`src/rtl/cpu_pkg.sv`:
```
// Shared constants for the CPU program-loading path: data widths and the
// loader state encoding.
package cpu_pkg;
  localparam int WORD_W = 32;
  localparam int BYTE_W = 8;

  localparam logic [1:0] ST_LOAD = 2'd0;
  localparam logic [1:0] ST_RUN  = 2'd1;
  localparam logic [1:0] ST_ERR  = 2'd2;
endpackage

```
`src/rtl/imem_loader_byte_packer.sv`:
```
// Little-endian byte-to-word assembler: collects accepted bytes and flags the
// byte that completes a word (4th byte or the image's last byte).
module byte_packer
  import cpu_pkg::*;
(
  input  logic              clk,
  input  logic              rst,
  input  logic              take,
  input  logic [BYTE_W-1:0] data,
  input  logic              last,
  output logic              vld_p0,
  output logic [WORD_W-1:0] word_p0
);

  logic [1:0]        byte_cnt;
  logic [WORD_W-1:0] asm_q;

  // The bytes above the current one are still zero, so a short final word
  // comes out zero-padded without any extra masking.
  always_comb begin
    word_p0 = asm_q;
    word_p0[{byte_cnt, 3'b000} +: BYTE_W] = data;
    vld_p0 = take && ((byte_cnt == 2'd3) || last);
  end

  always_ff @(posedge clk) begin
    if (rst) begin
      byte_cnt <= 2'd0;
      asm_q    <= '0;
    end else if (take) begin
      if (vld_p0) begin
        byte_cnt <= 2'd0;
        asm_q    <= '0;
      end else begin
        byte_cnt <= byte_cnt + 2'd1;
        asm_q    <= word_p0;
      end
    end
  end

endmodule

```
`src/rtl/imem_loader.sv`:
```
// Instruction-memory image writer: turns a byte stream into word writes and
// releases the CPU once the final byte has been stored.
module imem_loader
  import cpu_pkg::*;
#(
  parameter int MAX_WORDS = 256,
  parameter int IDX_W     = $clog2(MAX_WORDS) + 1
) (
  input  logic              clk,
  input  logic              rst,
  input  logic              in_valid,
  input  logic [BYTE_W-1:0] in_data,
  input  logic              in_last,
  output logic              in_ready,
  output logic              wr_en,
  output logic [WORD_W-1:0] wr_addr,
  output logic [WORD_W-1:0] wr_data,
  output logic              cpu_start,
  output logic              done,
  output logic              err,
  output logic [IDX_W-1:0]  words_loaded
);

  logic [1:0]        state;
  logic [IDX_W-1:0]  word_idx;
  logic              take;
  logic              ovf;
  logic              vld_p0;
  logic [WORD_W-1:0] word_p0;

  function automatic logic [WORD_W-1:0] byte_addr(input logic [IDX_W-1:0] idx);
    byte_addr = '0;
    byte_addr[IDX_W+1:0] = {idx, 2'b00};
  endfunction

  assign in_ready     = (state == ST_LOAD);
  assign take         = in_valid && in_ready;
  assign ovf          = take && (word_idx == IDX_W'(MAX_WORDS));
  assign err          = (state == ST_ERR);
  assign words_loaded = word_idx;

  byte_packer u_pack (
    .clk     (clk),
    .rst     (rst),
    .take    (take && !ovf),
    .data    (in_data),
    .last    (in_last),
    .vld_p0  (vld_p0),
    .word_p0 (word_p0)
  );

  // Stage p0 -> p1: completed word becomes the registered write, and the
  // RUN/ERR decision lands on the same edge.
  always_ff @(posedge clk) begin
    if (rst) begin
      state     <= ST_LOAD;
      word_idx  <= '0;
      wr_en     <= 1'b0;
      wr_addr   <= '0;
      wr_data   <= '0;
      done      <= 1'b0;
      cpu_start <= 1'b0;
    end else begin
      wr_en <= vld_p0;
      if (vld_p0) begin
        wr_addr  <= byte_addr(word_idx);
        wr_data  <= word_p0;
        word_idx <= word_idx + 1'b1;
      end
      if (ovf)
        state <= ST_ERR;
      else if (vld_p0 && in_last)
        state <= ST_RUN;
      done      <= (state == ST_RUN);
      cpu_start <= (state == ST_RUN);
    end
  end

endmodule

```
`config.mk`:
```
export PLATFORM = sky130hd
export DESIGN_NAME = imem_loader
export DESIGN_NICKNAME = d
export VERILOG_FILES = /design/src/rtl/cpu_pkg.sv /design/src/rtl/imem_loader_byte_packer.sv /design/src/rtl/imem_loader.sv
export SDC_FILE = /design/constraint.sdc
export NUM_CORES = 1
export LEC_CHECK = 0
export BUFFER_PORTS_ARGS = -buffer_cell sky130_fd_sc_hd__buf_2
export CORE_MARGIN = 2
export CORE_UTILIZATION = 30
export CTS_CLUSTER_SIZE = 14
export DETAILED_ROUTE_END_ITERATION = 8
export PLACE_DENSITY = 0.61
export SYNTH_ARGS = -nofsm -noshare
export SYNTH_HDL_FRONTEND = slang
export SYNTH_SLANG_ARGS = --single-unit
export TNS_END_PERCENT = 50
```
`constraint.sdc`:
```
create_clock -name clk -period 3.4 [get_ports clk]
set_input_delay 0.68 -clock clk [delete_from_list [all_inputs] [get_ports clk]]
set_output_delay 0.68 -clock clk [all_outputs]
set_load 0.005 [all_outputs]
```
---- Yosys cells after proc, flatten, opt, wreduce, memory -nomap -nowiden ----
Index checks and enable logic that the tools add are counted.
word-level totals
  register bits after elaboration ......... 88
  bits in latches ......................... 0
  bits in writable memories ............... 0
  memory bits (read-only) ................. 0
  input port bits ......................... 12
  logic and storage cells ................. 33
  memories ................................ 0
operators by class
  $add $sub $neg .......................... 3
  multiply operators ...................... 0
  div/mod/pow operators ................... 0
  order comparisons ....................... 0
  eq/ne operators ......................... 4
  shift operators ......................... 2
  muxes and demuxes ....................... 5
  bitwise gates (word level) .............. 0
  reductions and logical operators ........ 10
operators by type and width
  cell                                                   count
  bitwise mux 32 bit                                     1
  two-way mux 32 bit                                     1
  variable shift 8 x 7 -> 32 bit (first input constant)  1
  variable part select 8 x 7 -> 32 bit                   1
  adder 9 x 1 -> 9 bit (second input constant)           1
  == test 9 bit (second input constant)                  1
  negation 5 -> 7 bit                                    1
  two-way mux 2 bit                                      3
  logical AND 1 bit                                      5
  == test 2 bit (second input constant)                  2
  adder 2 x 1 -> 2 bit (second input constant)           1
  == test 2 x 1 -> 1 bit (second input constant)         1
  logical NOT 2 bit                                      1
  nonzero test 2 bit                                     1
  OR reduction 2 bit                                     1
  logical NOT 1 bit                                      1
  logical OR 1 bit                                       1

---- Depth between registers and ports, before layout ----
Gate-level depths: netlist (run 1).
  depth after elaboration ................. 9
  depth in mapped cells ................... 8

---- By module ----
Synthesis (run 1) repeated with hierarchy kept, for this count alone.
second synthesis, totals
  cells, all modules ...................... 428
  area, all modules ....................... 4016.4 um^2
by module, submodules not included
  module       times used  cells each  area an instance (um^2)  seq. area each (um^2)
  imem_loader  1           223         2205.9                   1081.0
  byte_packer  1           205         1810.5                   680.7

---- Least setup slack after synthesis (run 1) ----
Ideal clock, no wire load.
  path type ............................... reg2reg
  from .................................... register u_pack.byte_cnt[0]
  to ...................................... register u_pack.asm_q[26]
  setup time .............................. 0.103 ns
  arrival time ............................ 1.847 ns
  data required time ...................... 3.297 ns
  path slack .............................. 1.450 ns
  stages on the path, launching flop included .. 7
  clock period less this slack ............ 1.950 ns
  cell sequence ........................... dfxtp_1 inv_1 ha_1 nor4bb_1 buf_1 a22oi_1 a2111oi_2
on the way
  cells in the longest elaborated chain, start to end .. 4
  elaborated cells on any way between the ends .. 8
  classes of those cells .................. add/sub (1); eq/ne (1); shift (2); mux (2); reduce/logical (2)
RTL lines
  element                                                         RTL line                                                      RTL
  from (decl)                                                     imem_loader_byte_packer.sv:15                                 logic [1:0] byte_cnt;
  from (signal assigned)                                          imem_loader_byte_packer.sv:35                                 byte_cnt <= byte_cnt + 2'd1;
  negation 5 -> 7 bit / == test 2 bit (equally long branches)     imem_loader_byte_packer.sv:22, imem_loader_byte_packer.sv:23
  variable part select 8 x 7 -> 32 bit (tied with other cells)    imem_loader_byte_packer.sv:22                                 word_p0[{byte_cnt, 3'b000} +: BYTE_W] = data;
  bitwise mux 32 bit / logical AND 1 bit (equally long branches)  imem_loader_byte_packer.sv:22, imem_loader_byte_packer.sv:23
  two-way mux 32 bit (*)                                          imem_loader_byte_packer.sv:31                                 if (vld_p0) begin
  to (signal assigned)                                            imem_loader_byte_packer.sv:36                                 asm_q <= word_p0;
  to (decl)                                                       imem_loader_byte_packer.sv:16                                 logic [WORD_W-1:0] asm_q;
Every way passes the cells marked *; elsewhere a longest branch is shown, timed or not.
A chain may end at the register's enable or synchronous reset.

---- Worst setup path after layout (run 1) ----
  from .................................... register word_idx[0], in the netlist words_loaded[0]
  to ...................................... register word_idx[4], in the netlist words_loaded[4]
on the way
  cells in the longest elaborated chain, start to end .. 5
  elaborated cells on any way between the ends .. 6
  classes of those cells .................. add/sub (1); eq/ne (1); reduce/logical (4)
RTL lines
  element                                                                       RTL line           RTL
  from (decl)                                                                   imem_loader.sv:25  logic [IDX_W-1:0] word_idx;
  from (signal assigned)                                                        imem_loader.sv:68  word_idx <= word_idx + 1'b1;
  parallel branches: the longest is 5 deep, another holds adder 9 x 1 -> 9 bit  --
Several ways; the timed one is not identified.

==> impl_summary.md, run 1 <==
Detailed routing
Across all layers, the routed design uses 3332 vias. The routed length on met2 is 4.59 mm. The number of violations reported at the end of detailed-routing iteration 0 is 321. Detailed routing placed a total of 539 um of wire on met3. The top layer used by detailed routing is met4. The wire length per cell is 13.9 um.

The count of TritonRoute iterations in the first routing pass is 4. The number of routed nets with antenna violations is 0. After detailed routing, the number of remaining DRC violations is 0.

Wires add up to 9.65 mm. For this block, wires on met1 add up to 4.43 mm. The post-detailed-route via-to-cell ratio is 4.81.

Yosys
The synthesized design contains 0 enable-type register cells. Of the post-synthesis cell area, the part taken by muxes is 0.00245. The share of synthesized area in the top cell type comes to 0.432.

The post-synthesis register bit count is 88. The share of the Yosys chip area taken by registers is 0.432. The primary flip-flop cell chosen by synthesis mapping is sky130_fd_sc_hd__dfxtp_1. By area, the combinational part of the netlist is dominated by simple AND/OR/NAND/NOR gates. Of the total synthesized cell area, the portion taken by XOR and XNOR cells is 0.00644.

Sorting the synthesized cells by area gives the leading types as sky130_fd_sc_hd__dfxtp_1, sky130_fd_sc_hd__nor2_1, sky130_fd_sc_hd__nor3_2. The post-synthesis average cell area is 8.78 sq um. In the synthesized netlist, the cells that appear most often are sky130_fd_sc_hd__nor2_1, sky130_fd_sc_hd__dfxtp_1, sky130_fd_sc_hd__a22oi_1. The fraction of synthesis flops using an asynchronous set or reset pin is 0. The arithmetic-cell share of the synthesized area counting full adders, half adders and majority gates is 0.0245. The synthesized-area fraction occupied by and/or/nand/nor cells is 0.248. The distinct cell type count after synthesis is 50. Synthesis produced a netlist whose cell count is 465.

The cell taking the most area after synthesis is sky130_fd_sc_hd__dfxtp_1. The area fraction in compound gates after synthesis is 0.180. The synthesized netlist occupies a cell area of 4080 sq um. Yosys printed 0 warnings. Yosys instantiated no cell more often than sky130_fd_sc_hd__nor2_1.

Clock network
The clock net sink count is 88. Clock-pin slew was measured on the worst setup and hold paths at 60 ps. The H-tree depth reported by CTS is 3. The later pin in the worst-skew pair is clocked with a latency of 340 ps. The buffer count from post-CTS setup fixing is 0. Counting the buffers created by CTS gives 9.

The tree is rooted in a sky130_fd_sc_hd__clkbuf_16. The post-cts resize count is 0. TritonCTS built the clock tree. The hold buffer count at cts is 0.

The number of buffers between clock root and the deepest sink is 2.

Setup path
In this run the worst path has a maximum fanout of 18. The critical path endpoint category is a flop. The data arrival time at the worst-slack endpoint is 2430 ps. At the worst endpoint, the required time is 3570 ps. In this run the worst setup path begins at words_loaded[0]$_SDFFE_PP0P_. The number of cells traversed by the worst register-to-register path is 7. The reg-to-reg setup timing slack is 1140 ps. In this run the critical register-to-register path is launched from words_loaded[0]$_SDFFE_PP0P_.

The worst setup path is launched from a flop. The worst register-to-register path ends at words_loaded[4]$_SDFFE_PP0P_. By startpoint and endpoint, the worst setup path is classified as flop to flop.

Global routing
The via count of the first global-routing pass is 3175. The wire length of the first global-routing pass is 15.4 mm. The number of antenna violations at the first check in global routing came to 0.

Across every metal layer, demand over resource in global routing totals 0.132. The maximum number of pins on one net before global-route repair is 89. Global routing finished with a remaining overflow of 0.

STA
The final hold violation count is 0. In the final timing run, aggregate negative setup slack is 0 ps. The number of pins exceeding their max-slew limit in the final report is 0. Setup repair after global routing left no endpoint under its margin. Of the available clock period, the critical path in the final layout requires 0.664. For the pin with the worst max-slew slack, the measured transition is 1080 ps. For the final database, setup skew stands at 6.76 ps.

Static timing analysis puts the maximum clock frequency at 443 MHz. Once routing completed, OpenROAD measured the worst setup slack at 1140 ps. The minimum clock period after layout is 2260 ps. The normalized max-slew margin is 0.280.

The count of endpoints failing setup in the final report is 0.

Placement
Timing analysis after detailed placement gives a worst setup slack of 965 ps. At the end of routability-driven placement, the weighted congestion stood at 0.778. The number of buffer cells added on primary ports is 66. Once placement completed, the tool counted placed cells totaling 677. Once detailed placement completed, the half-perimeter wirelength came to 6.38 mm.

Flow run
Max-cap violations in this run came to 0.

Final layout
The count of placed standard cells in the final layout, fillers left out is 693. The net count of the finished layout is 532. In the final layout, the share of cells above drive strength 1 is 0.242. The area growth from synthesis to layout is 15.2%. 0 antenna diodes ended up in the layout.

Min path
The capture endpoint of the worst hold path is wr_addr[5]$_SDFFE_PP0P_. The instance count along the most critical hold path is 2. In this run the most critical hold path is launched from wr_addr[5]$_SDFFE_PP0P_. In this run the worst hold path is classified as flop to flop.

Power and ir drop
The leakage power is 1.87 nW. In this run the power density over the cells is 486 nW/um^2. The peak ir drop on the vdd network is 0.189 mV.

Floorplanning
The horizontal die dimension is 121 um. The core region is 13200 sq um. The I/O pin count is 90. The die area is 14600 sq um. The row count is 42. The vertical die dimension is 121 um. For this configuration, the core starts out at a cell density of 0.308.

Run status
The flow ran to the end, and the final reports show no timing, DRC or antenna violations.
worst max-delay path, stage by stage, from the launching register on:
cell and delay (ps):
sky130_fd_sc_hd__dfxtp_1 380, sky130_fd_sc_hd__inv_1 90, sky130_fd_sc_hd__ha_1 140, sky130_fd_sc_hd__or4bb_1 490, sky130_fd_sc_hd__o211ai_4 490, sky130_fd_sc_hd__buf_4 310
sky130_fd_sc_hd__or3_1 130, sky130_fd_sc_hd__a21oi_1 50
metrics by stage:
stage / power [mW] / area [sq um] / utilization / hold slack, ps
2_1_floorplan: 1.31 / 4170 / - / 450
3_3_place_gp: 1.36 / 4420 / 0.334 / 444
3_5_place_dp: 1.37 / 4420 / 0.334 / 448
4_1_cts: 2.31 / 4700 / 0.355 / 461
5_1_grt: 2.38 / 4700 / 0.355 / 483
6_report: 2.29 / 4700 / 0.355 / 458
registers in the layout, summed over array words and instances (netlist names):
register and flops:
u_pack.byte_cnt 2, wr_addr 9, wr_data 32, words_loaded 9, wr_en 1, done 1
state 2, u_pack.asm_q 32
where the power goes:
part	switching (mW)	internal [mW]	total, mW
Combinational	0.165	0.0914	0.256
Sequential	0.0211	1.07	1.09
Clock	0.388	0.554	0.942
final cells by class:
class / count / area (sq um)
clock buffer: 14 / 274
multi-input combinational: 323 / 1990
timing repair buffer: 73 / 385
fill: 1357 / 8540
clock inverter: 2 / 12.5
inverter: 17 / 63.8
tap: 176 / 220
sequential: 88 / 1760
cell families after synthesis:
kind of cell	after synthesis
compound gates	96
xor+xnor	3
fa+ha+maj	8
buf+inv	76
flops	88
mux	1
other cells	1
simple gates	192
per-layer routing:
layer  global-route usage  vias to the layer above
met5                    0                        -
met4               0.0458                        0
met3               0.0439                        6
met2                0.214                       79
met1                0.165                     1585
li1                     -                     1662
worst max-delay path by stage:
stage               cells after the start                             to  slack [ps]
floorplan                               6  u_pack.asm_q[26]$_SDFFE_PP0P_        1450
global placement                        6       wr_data[26]$_SDFFE_PP0P_        1040
detailed placement                      6       wr_data[26]$_SDFFE_PP0P_         970
CTS                                     7   words_loaded[4]$_SDFFE_PP0P_        1140
global route                            7       wr_data[26]$_SDFFE_PP0P_         970
finish                                  7   words_loaded[4]$_SDFFE_PP0P_        1140
placed cells by master (no fill, tap or decap), types with 2 or more instances in the layout:
cell type,synthesis,routed
sky130_fd_sc_hd__clkbuf_8,0,3
sky130_fd_sc_hd__nor2_1,102,102
sky130_fd_sc_hd__nor3_1,4,4
sky130_fd_sc_hd__or2_2,2,2
sky130_fd_sc_hd__clkbuf_16,0,9
sky130_fd_sc_hd__o21ai_0,5,5
sky130_fd_sc_hd__dfxtp_1,88,88
sky130_fd_sc_hd__a21oi_1,18,18
sky130_fd_sc_hd__a32o_1,5,5
sky130_fd_sc_hd__xnor2_1,3,3
sky130_fd_sc_hd__nor3_2,29,29
sky130_fd_sc_hd__nand3_1,4,4
sky130_fd_sc_hd__nor2b_1,2,2
sky130_fd_sc_hd__ha_1,8,8
sky130_fd_sc_hd__buf_4,26,8
sky130_fd_sc_hd__or3_1,4,4
sky130_fd_sc_hd__a22oi_1,32,32
sky130_fd_sc_hd__inv_1,17,17
sky130_fd_sc_hd__clkbuf_1,12,2
sky130_fd_sc_hd__o32ai_1,8,8
sky130_fd_sc_hd__nor4bb_1,3,3
sky130_fd_sc_hd__a22o_1,17,17
sky130_fd_sc_hd__conb_1,1,23
sky130_fd_sc_hd__nand2_1,29,29
sky130_fd_sc_hd__buf_2,10,65
Note: power is estimated with default switching activity, not from simulation.
==> run 2, diff against run 1 <==
--- a/config.mk
+++ b/config.mk
@@ -5,6 +5,7 @@
 export SDC_FILE = /design/constraint.sdc
 export NUM_CORES = 1
 export LEC_CHECK = 0
+export ABC_AREA = 1
 export BUFFER_PORTS_ARGS = -buffer_cell sky130_fd_sc_hd__buf_2
 export CORE_MARGIN = 2
 export CORE_UTILIZATION = 30
==> constraint.sdc (replaced) <==
create_clock -name clk -period 2.2 [get_ports clk]
set_input_delay 0.44 -clock clk [delete_from_list [all_inputs] [get_ports clk]]
set_output_delay 0.44 -clock clk [all_outputs]
set_load 0.005 [all_outputs]
==> run 2 against run 1 <==
  * Sequential cell count unchanged
  * Die area increased by 4.3%
  * Sequential share of layout area decreased by 1.8 points
  * Critical path type unchanged
  * Via count increased by 17%
  * Hold slack got worse by 77 ps
  * Sequential power increased by 50%
  * Utilization about the same
  * Non-clock buffer count increased by 7
  * Count of clock-buffer cells in the layout decreased by 2
  * Clock power increased by 51%
==> impl_summary.md, run 2 <==
Min path
The class of the worst hold path is input pin to flop.

Yosys
The multiplexer share of the synthesized area is 0. Counting every instance in the synthesized netlist gives 599. Synthesis inferred 88 register bits. After synthesis the cells add up to 4260 sq um. In this run, synthesis inferred 0 flip-flops with an integrated enable. The area fraction in compound gates after synthesis is 0.128. For this run, the register share of the synthesized area comes to 0.413. The parity-gate share of the synthesized area counting xor and xnor cells is 0.00616. Of the total synthesized cell area, the portion taken by AND, OR, NAND and NOR gates is 0.299. The post-synthesis average cell area is 7.12 sq um.

The arithmetic-cell share of the synthesized area counting full adders, half adders and majority gates is 0.0235. Of all flip-flops after synthesis, the portion carrying an async set or reset was 0. The primary flip-flop cell chosen by synthesis mapping is sky130_fd_sc_hd__dfxtp_1.

The distinct cell type count after synthesis is 27. The cell taking the most area after synthesis is sky130_fd_sc_hd__dfxtp_1. The main combinational cell family by area after synthesis is simple AND/OR/NAND/NOR gates. Ranked by total cell area, the synthesized netlist is headed by sky130_fd_sc_hd__dfxtp_1, sky130_fd_sc_hd__nand2_1, sky130_fd_sc_hd__nand3_1. The total of warnings raised by yosys is 0. Ranked by instance count, the synthesized netlist is headed by sky130_fd_sc_hd__nand2_1, sky130_fd_sc_hd__nand3_1, sky130_fd_sc_hd__dfxtp_1.

The dominant cell by count in the synthesized netlist is sky130_fd_sc_hd__nand2_1. The share of synthesized area in the top cell type comes to 0.413.

Setup path
Of all nets on the critical path, the largest fanout is 46. The cell seen most often among critical-path stages is sky130_fd_sc_hd__nand2_1. Traced cell by cell, the critical path runs through ha_1 > or2_1 > buf_6 > nand3_2 > buf_4 > nor2_2 > nand2_1 > nand2_1. Data on the critical path arrives at its endpoint at 2220 ps. The start-to-end type of the worst setup path is flop to flop. The worst setup path is captured at a flop. The sort of element at the start of the critical path is a flop.

The data required time of the critical path is 2490 ps. On the critical path the largest part of the delay comes from simple AND/OR/NAND/NOR gates. The cell with the largest stage delay on the worst path is sky130_fd_sc_hd__dfxtp_1. For this run, the slowest stage of the critical path takes 410 ps. The number of buffers and inverters on the critical path is 2.

STA
The normalized max-slew margin is 0.624. Setup repair after global routing left no endpoint under its margin. The smallest setup slack after layout is 268 ps. The top achievable clock speed is 518 MHz. Setup violations remaining at the end of the flow were counted as 0. At the pin with the least slew margin, the transition time is 564 ps. The number of pins exceeding their max-slew limit in the final report came to 0.

The final hold violation count is 0. For the final routed database, the setup TNS stands at 0 ps. The minimum clock period after layout is 1930 ps. The post-route clock period utilization is 0.878. The final-layout worst hold slack is 382 ps. The largest clock skew in the final design is 5.04 ps.

Floorplanning
The I/O pin count is 90. The horizontal die dimension is 123 um. The row count is 43. The total area inside the core boundary comes to 13900 sq um. The floorplan step defined a die boundary enclosing 15200 sq um.

The vertical die dimension is 123 um. For this configuration, the core starts out at a cell density of 0.307.

Global routing
The maximum number of pins on one net before global-route repair is 47. The routing usage on met1 is 0.212. The via count of the first global-routing pass is 3502. The met3 global-route usage is 0.0383. The number of antenna violations at the first check in global routing is 0. The first global-routing pass estimated 17.9 mm of wire. met2 is the most crowded layer. The met2 global-route usage is 0.224.

For this run, the total global-route usage over all layers was measured as 0.150. After global routing the overflow that remains totals 0.

Run status
The run finished with clean final reports.

Flow run
The number of maximum-capacitance constraint violations is 0.

Clock network
Counting along the longest clock path gives a buffer depth of 2. Clock tree synthesis inserted a total of 9 buffers. The clock transition time at the flip-flop clock pins of the worst setup and hold paths is 60 ps. TritonCTS built the clock tree. Once the clock tree was built, the setup fixing pass inserted 0 buffers.

The clock tree root buffer cell is sky130_fd_sc_hd__clkbuf_16. The clock net in this run drives a total of 88 sinks. The clock tree synthesis step divided the H-tree into 3 levels. The post-cts resize count is 0. The later pin in the worst-skew pair is clocked with a latency of 340 ps. The hold buffer count at cts is 0.

Final layout
The area growth from synthesis to layout is 15.7%. The largest registers in the layout are u_pack.asm_q: 32 flops, wr_data: 32 flops. For this run, the number of standard cells in the final layout without fillers is 832. The final antenna diode count is 0.

The most common cell after layout, fill and taps aside is sky130_fd_sc_hd__nand2_1. The final net count is 668. The library cells used most frequently in the layout, excluding fill and tap cells, are sky130_fd_sc_hd__nand2_1, sky130_fd_sc_hd__nand3_1, sky130_fd_sc_hd__dfxtp_1. The number of filler cells placed in the layout is 1510. Of the cells placed in the final design, the portion with a size suffix greater than 1 is 0.160.

Placement
At the placement stage, the worst setup path has a slack of 195 ps. Once detailed placement completed, the half-perimeter wirelength came to 7.53 mm. The weighted congestion reported at the end of routability-driven placement is 0.829. During placement, the flow inserted port buffers numbering 66. Once placement completed, the tool counted placed cells totaling 817.

Power and ir drop
The power density over the cells is 685 nW/um^2. The leakage power is 1.99 nW. The overall power of the completed layout is 3.38 mW. The peak ir drop on the vdd network is 0.341 mV.

Detailed routing
In the routed design, unresolved DRC markers number 0. Once detail routing completed, the nets flagged for antenna violations numbered 0. The count of TritonRoute iterations in the first routing pass is 5.

The overall via count from detail_route is 3904. The post-detailed-route via-to-cell ratio is 4.69. The wire length per cell is 13.2 um. The number of violations reported at the end of detailed-routing iteration 0 is 333. The total detailed-routing wirelength is 11.0 mm.
run 2: layout make-up:
type	instances	area, sq um	share of cell area
inverter	40	153	0.0309
clock buffer	12	256	0.0520
clock inverter	3	17.5	0.00355
sequential	88	1760	0.357
timing repair buffer	80	489	0.0991
multi-input combinational	429	2030	0.412
tap	180	225	0.0456
run 2: path summary, 6_finish.rpt:
path / from / to / slack, ps / cells after the start
worst min-delay path: in_last / state[0]$_SDFFE_PP0P_ / 380 / 3
worst max register to register: u_pack.byte_cnt[1]$_SDFFE_PP0P_ / wr_data[30]$_SDFFE_PP0P_ / 270 / 8
worst min register to register: state[1]$_SDFFE_PP0P_ / done$_SDFF_PP0_ / 460 / 1
worst max-delay path: u_pack.byte_cnt[1]$_SDFFE_PP0P_ / wr_data[30]$_SDFFE_PP0P_ / 270 / 8
run 2: where the power goes:
| group | internal [mW] | switching, mW |
|---|---|---|
| sequential | 1.62 | 0.0126 |
| combinational | 0.0963 | 0.234 |
| clock | 0.817 | 0.607 |
| total | 2.53 | 0.854 |
run 2: metal layers:
| metal | vias to the layer above | share of wire |
|---|---|---|
| li1 | 2016 | - |
| met1 | 1780 | 0.49 |
| met2 | 106 | 0.44 |
| met3 | 2 | 0.061 |
| met4 | 0 | 0.0031 |
| met5 | - | 0 |
run 2: cells by family (layout without fill, tap and decap cells):
logic type      Yosys count  count (layout)
simple gates            287             287
flops                    88              88
buf+inv                 104             135
other cells               1              23
fa+ha+maj                 8               8
xor+xnor                  3               3
compound gates          108             108
run 2: worst register-to-register path: cells and delay by family, from the launching register on:
| kind | cells | cell delay [ps] |
|---|---|---|
| buffers and inverters | 2 | 560 |
| adder cells (fa/ha/maj) | 1 | 170 |
| flip-flops | 1 | 410 |
| AND/OR/NAND/NOR | 5 | 750 |
run 2: per-stage QoR:
stage,cell area [sq um],utilization
4_1_cts,4930,0.355
2_1_floorplan,4350,-
3_5_place_dp,4660,0.335
5_1_grt,4930,0.356
3_3_place_gp,4660,0.335
6_report,4930,0.356
